### config.mk
export PLATFORM = sky130hd
export DESIGN_NAME = pipe_ctrl
export DESIGN_NICKNAME = d
export VERILOG_FILES = /design/src/rtl/pipe_ctrl.sv
export SDC_FILE = /design/constraint.sdc
export NUM_CORES = 1
export LEC_CHECK = 0
export CAP_MARGIN = 5
export CORE_AREA = 4 4 94 118
export CTS_BUF_LIST = sky130_fd_sc_hd__clkbuf_4 sky130_fd_sc_hd__clkbuf_8
export DETAILED_ROUTE_END_ITERATION = 8
export DIE_AREA = 0 0 98 122
export PLACE_DENSITY = 0.95
export SLEW_MARGIN = 20
export SYNTH_ARGS = -nofsm -noshare
export SYNTH_HDL_FRONTEND = slang
export SYNTH_SLANG_ARGS = --single-unit
### constraint.sdc
create_clock -name clk -period 10.9 [get_ports clk]
set_input_delay 1.09 -clock clk [delete_from_list [all_inputs] [get_ports clk]]
set_output_delay 1.09 -clock clk [all_outputs]
set_load 0.01 [all_outputs]
### src/rtl/pipe_ctrl.sv
// Pipeline sequencer: merges per-stage stall requests into a hold vector, drives
// branch flush / PC redirect, and keeps a stall watchdog plus perf counters.
module pipe_ctrl #(
    parameter int FLUSH_CYCLES  = 2,
    parameter int STALL_TIMEOUT = 1024,
    parameter int CNT_W         = 32
) (
    input  logic             clk,
    input  logic             rst,
    input  logic             if_stallreq_i,
    input  logic             id_stallreq_i,
    input  logic             ex_stallreq_i,
    input  logic             mem_stallreq_i,
    input  logic             ex_branch_flag_i,
    input  logic [31:0]      ex_branch_addr_i,
    input  logic             err_clr_i,
    output logic [2:0]       stalled_o,
    output logic             flush_o,
    output logic             pc_load_o,
    output logic [31:0]      new_pc_o,
    output logic             timeout_o,
    output logic [CNT_W-1:0] stall_cnt_o,
    output logic [CNT_W-1:0] flush_cnt_o
);

    localparam int SW = $clog2(STALL_TIMEOUT + 1);

    typedef enum logic [1:0] {RUN, STALL, FLUSH} state_t;

    state_t        state;
    logic [SW-1:0] scnt;
    logic [2:0]    fcnt;
    logic [31:0]   new_pc_q;
    logic [2:0]    mask;
    logic          br_take;
    logic          stall_act;
    logic          tmo_set;

    function automatic logic [CNT_W-1:0] sat_inc(input logic [CNT_W-1:0] v);
        return (&v) ? v : v + 1'b1;
    endfunction

    // A branch only resolves once EX is free to move, so it never coexists with an ex/mem hold.
    always_comb begin
        mask = 3'b000;
        if (mem_stallreq_i)
            mask = mask | 3'b111;
        if (ex_stallreq_i)
            mask = mask | 3'b011;
        if (id_stallreq_i || if_stallreq_i)
            mask = mask | 3'b001;
        br_take   = ex_branch_flag_i & ~ex_stallreq_i & ~mem_stallreq_i & ~rst;
        stalled_o = (br_take || rst) ? 3'b000 : mask;
        stall_act = (stalled_o != 3'b000);
        flush_o   = ~rst & (br_take | (state == FLUSH));
        pc_load_o = br_take;
        new_pc_o  = br_take ? ex_branch_addr_i : new_pc_q;
        tmo_set   = (state == STALL) && !br_take && stall_act && (scnt == SW'(STALL_TIMEOUT - 1));
    end

    always_ff @(posedge clk or posedge rst) begin
        if (rst) begin
            state       <= RUN;
            scnt        <= '0;
            fcnt        <= '0;
            new_pc_q    <= '0;
            timeout_o   <= 1'b0;
            stall_cnt_o <= '0;
            flush_cnt_o <= '0;
        end else begin
            if (br_take) begin
                new_pc_q    <= ex_branch_addr_i;
                flush_cnt_o <= sat_inc(flush_cnt_o);
            end
            if (stall_act)
                stall_cnt_o <= sat_inc(stall_cnt_o);
            // Set is evaluated last so it wins over a simultaneous clear.
            if (err_clr_i)
                timeout_o <= 1'b0;
            if (tmo_set)
                timeout_o <= 1'b1;

            if (br_take) begin
                scnt <= '0;
                fcnt <= 3'(FLUSH_CYCLES - 1);
                state <= (FLUSH_CYCLES > 1) ? FLUSH : RUN;
            end else begin
                case (state)
                    RUN: begin
                        if (stall_act) begin
                            state <= STALL;
                            scnt  <= SW'(1);
                        end
                    end
                    STALL: begin
                        if (stall_act) begin
                            if (scnt != SW'(STALL_TIMEOUT))
                                scnt <= scnt + 1'b1;
                        end else begin
                            state <= RUN;
                            scnt  <= '0;
                        end
                    end
                    FLUSH: begin
                        if (fcnt <= 3'd1) begin
                            fcnt  <= '0;
                            state <= stall_act ? STALL : RUN;
                            scnt  <= stall_act ? SW'(1) : '0;
                        end else begin
                            fcnt <= fcnt - 1'b1;
                        end
                    end
                    default: begin
                        state <= RUN;
                        scnt  <= '0;
                    end
                endcase
            end
        end
    end

endmodule

==> flow_summary_export.csv <==
group,metric,value,unit
timing,fin_setup_tns,0,ps
timing,rsz0062_at_grt,"false",
power_and_ir_drop,fin_total_pwr,1.185,mW
setup_path,cp-end-kind,"output port",
clocking,h-tree-depth,4,
clocking,cts_tree,"yes",
logic_synthesis,yosys_warnings,0,
logic_synthesis,synth_compound_area_share,5.630,%
logic_synthesis,synthSimpleGateAreaFrac,25.27,%
logic_synthesis,synth_fa_ha_area_share,1.419,%
floorplanning,start_util,52.87,%
placed_design,place_area,6787,um^2
power_and_ir_drop,switchingPower,0.3334,mW
finish,fin_util,72.16,%
finish,drive_above_1_share,6.368,%
grt,gr-total-overflow,0,
timing,clock_skew,10.06,ps
grt,gr-usage-met1,27.69,%
logic_synthesis,synthCells,536,
detailed_routing,via_per_inst,5.700,
clocking,clock_latency,430,ps
setup_path,reg2reg_depth,5,
finish,nets,725,
logic_synthesis,synthFlopType,"dfrtp_1",
setup_path,cp.required,9810,ps
logic_synthesis,async_flop_share,100.0,%
placed_design,gp_congestion,0.8419,
placed_design,dpl.hpwl,9.770,mm
logic_synthesis,synth_nets,582,
setup_path,start_kind,"input pin",
clocking,cts_sinks,113,
grt,grt_busiest_layer,"met2",
timing,hold_violations,0,
power_and_ir_drop,p_clk_share,35.7,%
logic_synthesis,synth.distinct_cells,48,
clocking,post_cts_buffers,0,
detailed_routing,postRouteAntennaNets,0,
power_and_ir_drop,p_sw_share,28.14,%
logic_synthesis,muxShareOfSynthArea,0.9936,%
clocking,numCtsBuffers,17,
min_path,hold_end,"new_pc_q[4]",
timing,relSlewSlack,23.77,%
floorplanning,die_area,11960,um^2
grt,grt_pass1_vias,4751,
job,max_cap_viol_count,0,
finish,antennaDiodeCount,0,
logic_synthesis,synth-seq-area-share,53.47,%
clocking,path_clk_slew,70,ps
logic_synthesis,syn_avg_cell_area,9.867,um^2
grt,grt_use_met2,40.08,%
grt,antenna_found_initial,0,
logic_synthesis,syn-cell-area,5289,um^2
detailed_routing,vias,4674,
floorplanning,dieWidth,98,um
detailed_routing,dr.pass1.iters,8,
detailed_routing,drcViolationCount,0,
timing,fmax,0.2017,GHz
finish,area_growth_syn_to_layout,36.48,%
clocking,cts_hold_buf,0,
timing,setup-violations-final,0,
logic_synthesis,synth_seq_cells,113,
floorplanning,io_pins,142,
floorplanning,core-area,10000,um^2
detailed_routing,detail_route.wl_per_cell,17.02,um
grt,grt.total_usage,23.44,%
setup_path,critical_path_arrival,3870,ps
power_and_ir_drop,power.leakage,3.189,nW
timing,finalCriticalPeriod,4957,ps
setup_path,crit-reg2reg-launch,"stall_cnt_o[2]",
grt,grt_pass1_wl,22.56,mm
min_path,whs_path_depth,2,
setup_path,crit_fanout,39,
clocking,post_cts_resized,0,
status,outcome,"completed",
logic_synthesis,synth_xor_area_share,10.41,%
timing,worst_pin_slew,1141,ps
placed_design,numPortBuffers,141,
grt,grt_max_degree,66,
power_and_ir_drop,p_per_area,164.2,nW/um^2
grt,grtUsageMet3,7.102,%
detailed_routing,drt-initial-drc-count,281,
power_and_ir_drop,vdd_ir_drop_max,0.1222,mV
logic_synthesis,synth_edf_count,0,
setup_path,r2r_slack,8390,ps
finish,final_cell_area,7218,um^2
power_and_ir_drop,combPwrFrac,20.7,%
floorplanning,placementRows,41,
clocking,cts_root_buf,"clkbuf_8",
min_path,min_from,"new_pc_q[4]",
setup_path,path_class,"in -> out",
timing,final_max_slew_viol_count,0,
logic_synthesis,synth_top_family_by_area,"simple AND/OR/NAND/NOR gates",
power_and_ir_drop,internal_power,0.8517,mW
clocking,cts.path.max_buffers,2,
detailed_routing,routed_wl,13.96,mm
min_path,hp-class,"reg -> reg",
setup_path,reg2reg_to,"stall_cnt_o[25]",
timing,fin_crit_sh,45.48,%
floorplanning,die_h,122,um
power_and_ir_drop,seqPwrFrac,43.6,%
[stage by stage]
step           std cells  worst slack [ps]  hold WS [ps]
6_report             820              5943         471.9
5_1_grt              820              5806         498.3
2_1_floorplan        536              6700         490.2
3_5_place_dp         789              5522         461.5
4_1_cts              820              5511         479.6
3_3_place_gp         789              5658         452.9
[flip-flops by register name, indices dropped and copies added (netlist names)]
register / flops
fcnt: 3
flush_cnt_o: 32
new_pc_q: 32
scnt: 11
stall_cnt_o: 32
state: 2
timeout_o: 1
[kinds of logic after synthesis]
logic type               count (synthesis)
XOR/XNOR                                62
multiplexers                             5
buffers and inverters                   35
flip-flops                             113
AND/OR/NAND/NOR                        274
adder cells (fa/ha/maj)                  6
AO/OA/AOI/OAI                           41
[layout make-up]
| cell class | count | area (um^2) |
|---|---|---|
| Sequential cell | 113 | 2828 |
| Fill cell | 653 | 2785 |
| Multi-Input combinational cell | 388 | 2312 |
| Timing Repair Buffer | 142 | 1419 |
| Clock buffer | 22 | 302.8 |
| Tap cell | 129 | 161.4 |
| Clock inverter | 9 | 128.9 |
| Inverter | 17 | 66.31 |
[cells in the mapped netlist (6+ instances only)]
| master | n | area [um^2] |
|---|---|---|
| ha_1 | 6 | 75.07 |
| nor2_1 | 27 | 101.4 |
| nor4_1 | 7 | 43.79 |
| xor2_1 | 17 | 148.9 |
| a21oi_1 | 7 | 35.03 |
| o21ai_0 | 11 | 55.05 |
| nand2_1 | 126 | 473.0 |
| xnor2_1 | 44 | 385.4 |
| dfrtp_1 | 113 | 2828 |
| and3_1 | 14 | 87.58 |
| clkbuf_1 | 13 | 48.80 |
| nand3_1 | 33 | 165.2 |
| and4_1 | 6 | 52.55 |
| nor3_1 | 12 | 60.06 |
| nand4_1 | 30 | 187.7 |
| inv_1 | 17 | 63.81 |
[routing by layer]
metal / routed length [um] / part of all wire [%] / up-vias
met2: 7208 / 52 / 236
met4: 342 / 2.5 / 0
li1: - / - / 2139
met3: 1066 / 7.6 / 39
met1: 5339 / 38 / 2260
met5: 0 / 0 / -
[placed cells by master (no fill, tap or decap), types with 3 or more instances in the layout]
master	n
clkdlybuf4s50_1	141
nand2_1	126
dfrtp_1	113
xnor2_1	44
nand3_1	33
nand4_1	30
nor2_1	27
clkbuf_8	22
xor2_1	17
inv_1	15
and3_1	14
nor3_1	12
o21ai_0	11
nor4_1	7
a21oi_1	7
and4_1	6
ha_1	6
and2_1	5
o31ai_1	5
o21bai_1	4
mux2i_1	3
or4_1	3
clkinv_2	3
bufinv_16	3
[how the worst max path moves through the flow]
stage          start      endpoint  depth (start not counted)
2_1_floorplan    rst       fcnt[0]                          2
3_3_place_gp     rst  new_pc_o[22]                          6
3_5_place_dp     rst  new_pc_o[11]                          6
4_1_cts          rst   new_pc_o[9]                          6
5_1_grt          rst  new_pc_o[27]                          6
6_report         rst  new_pc_o[13]                          6
[critical path: stages]
cell             delay (ps)
clkdlybuf4s50_1         570
or4b_4                  790
inv_2                   580
nand2_1                 110
nand2_1                 120
clkdlybuf4s50_1         580
[power groups by stage]
stage / Sequential (mW) / Combinational (mW) / Clock (mW)
2_1_floorplan: 0.518 / 0.112 / 0
3_3_place_gp: 0.518 / 0.233 / 0
3_5_place_dp: 0.521 / 0.246 / 0
4_1_cts: 0.515 / 0.249 / 0.427
6_report: 0.516 / 0.246 / 0.423
5_1_grt: 0.523 / 0.272 / 0.446
(Power assumes the default switching activity.)
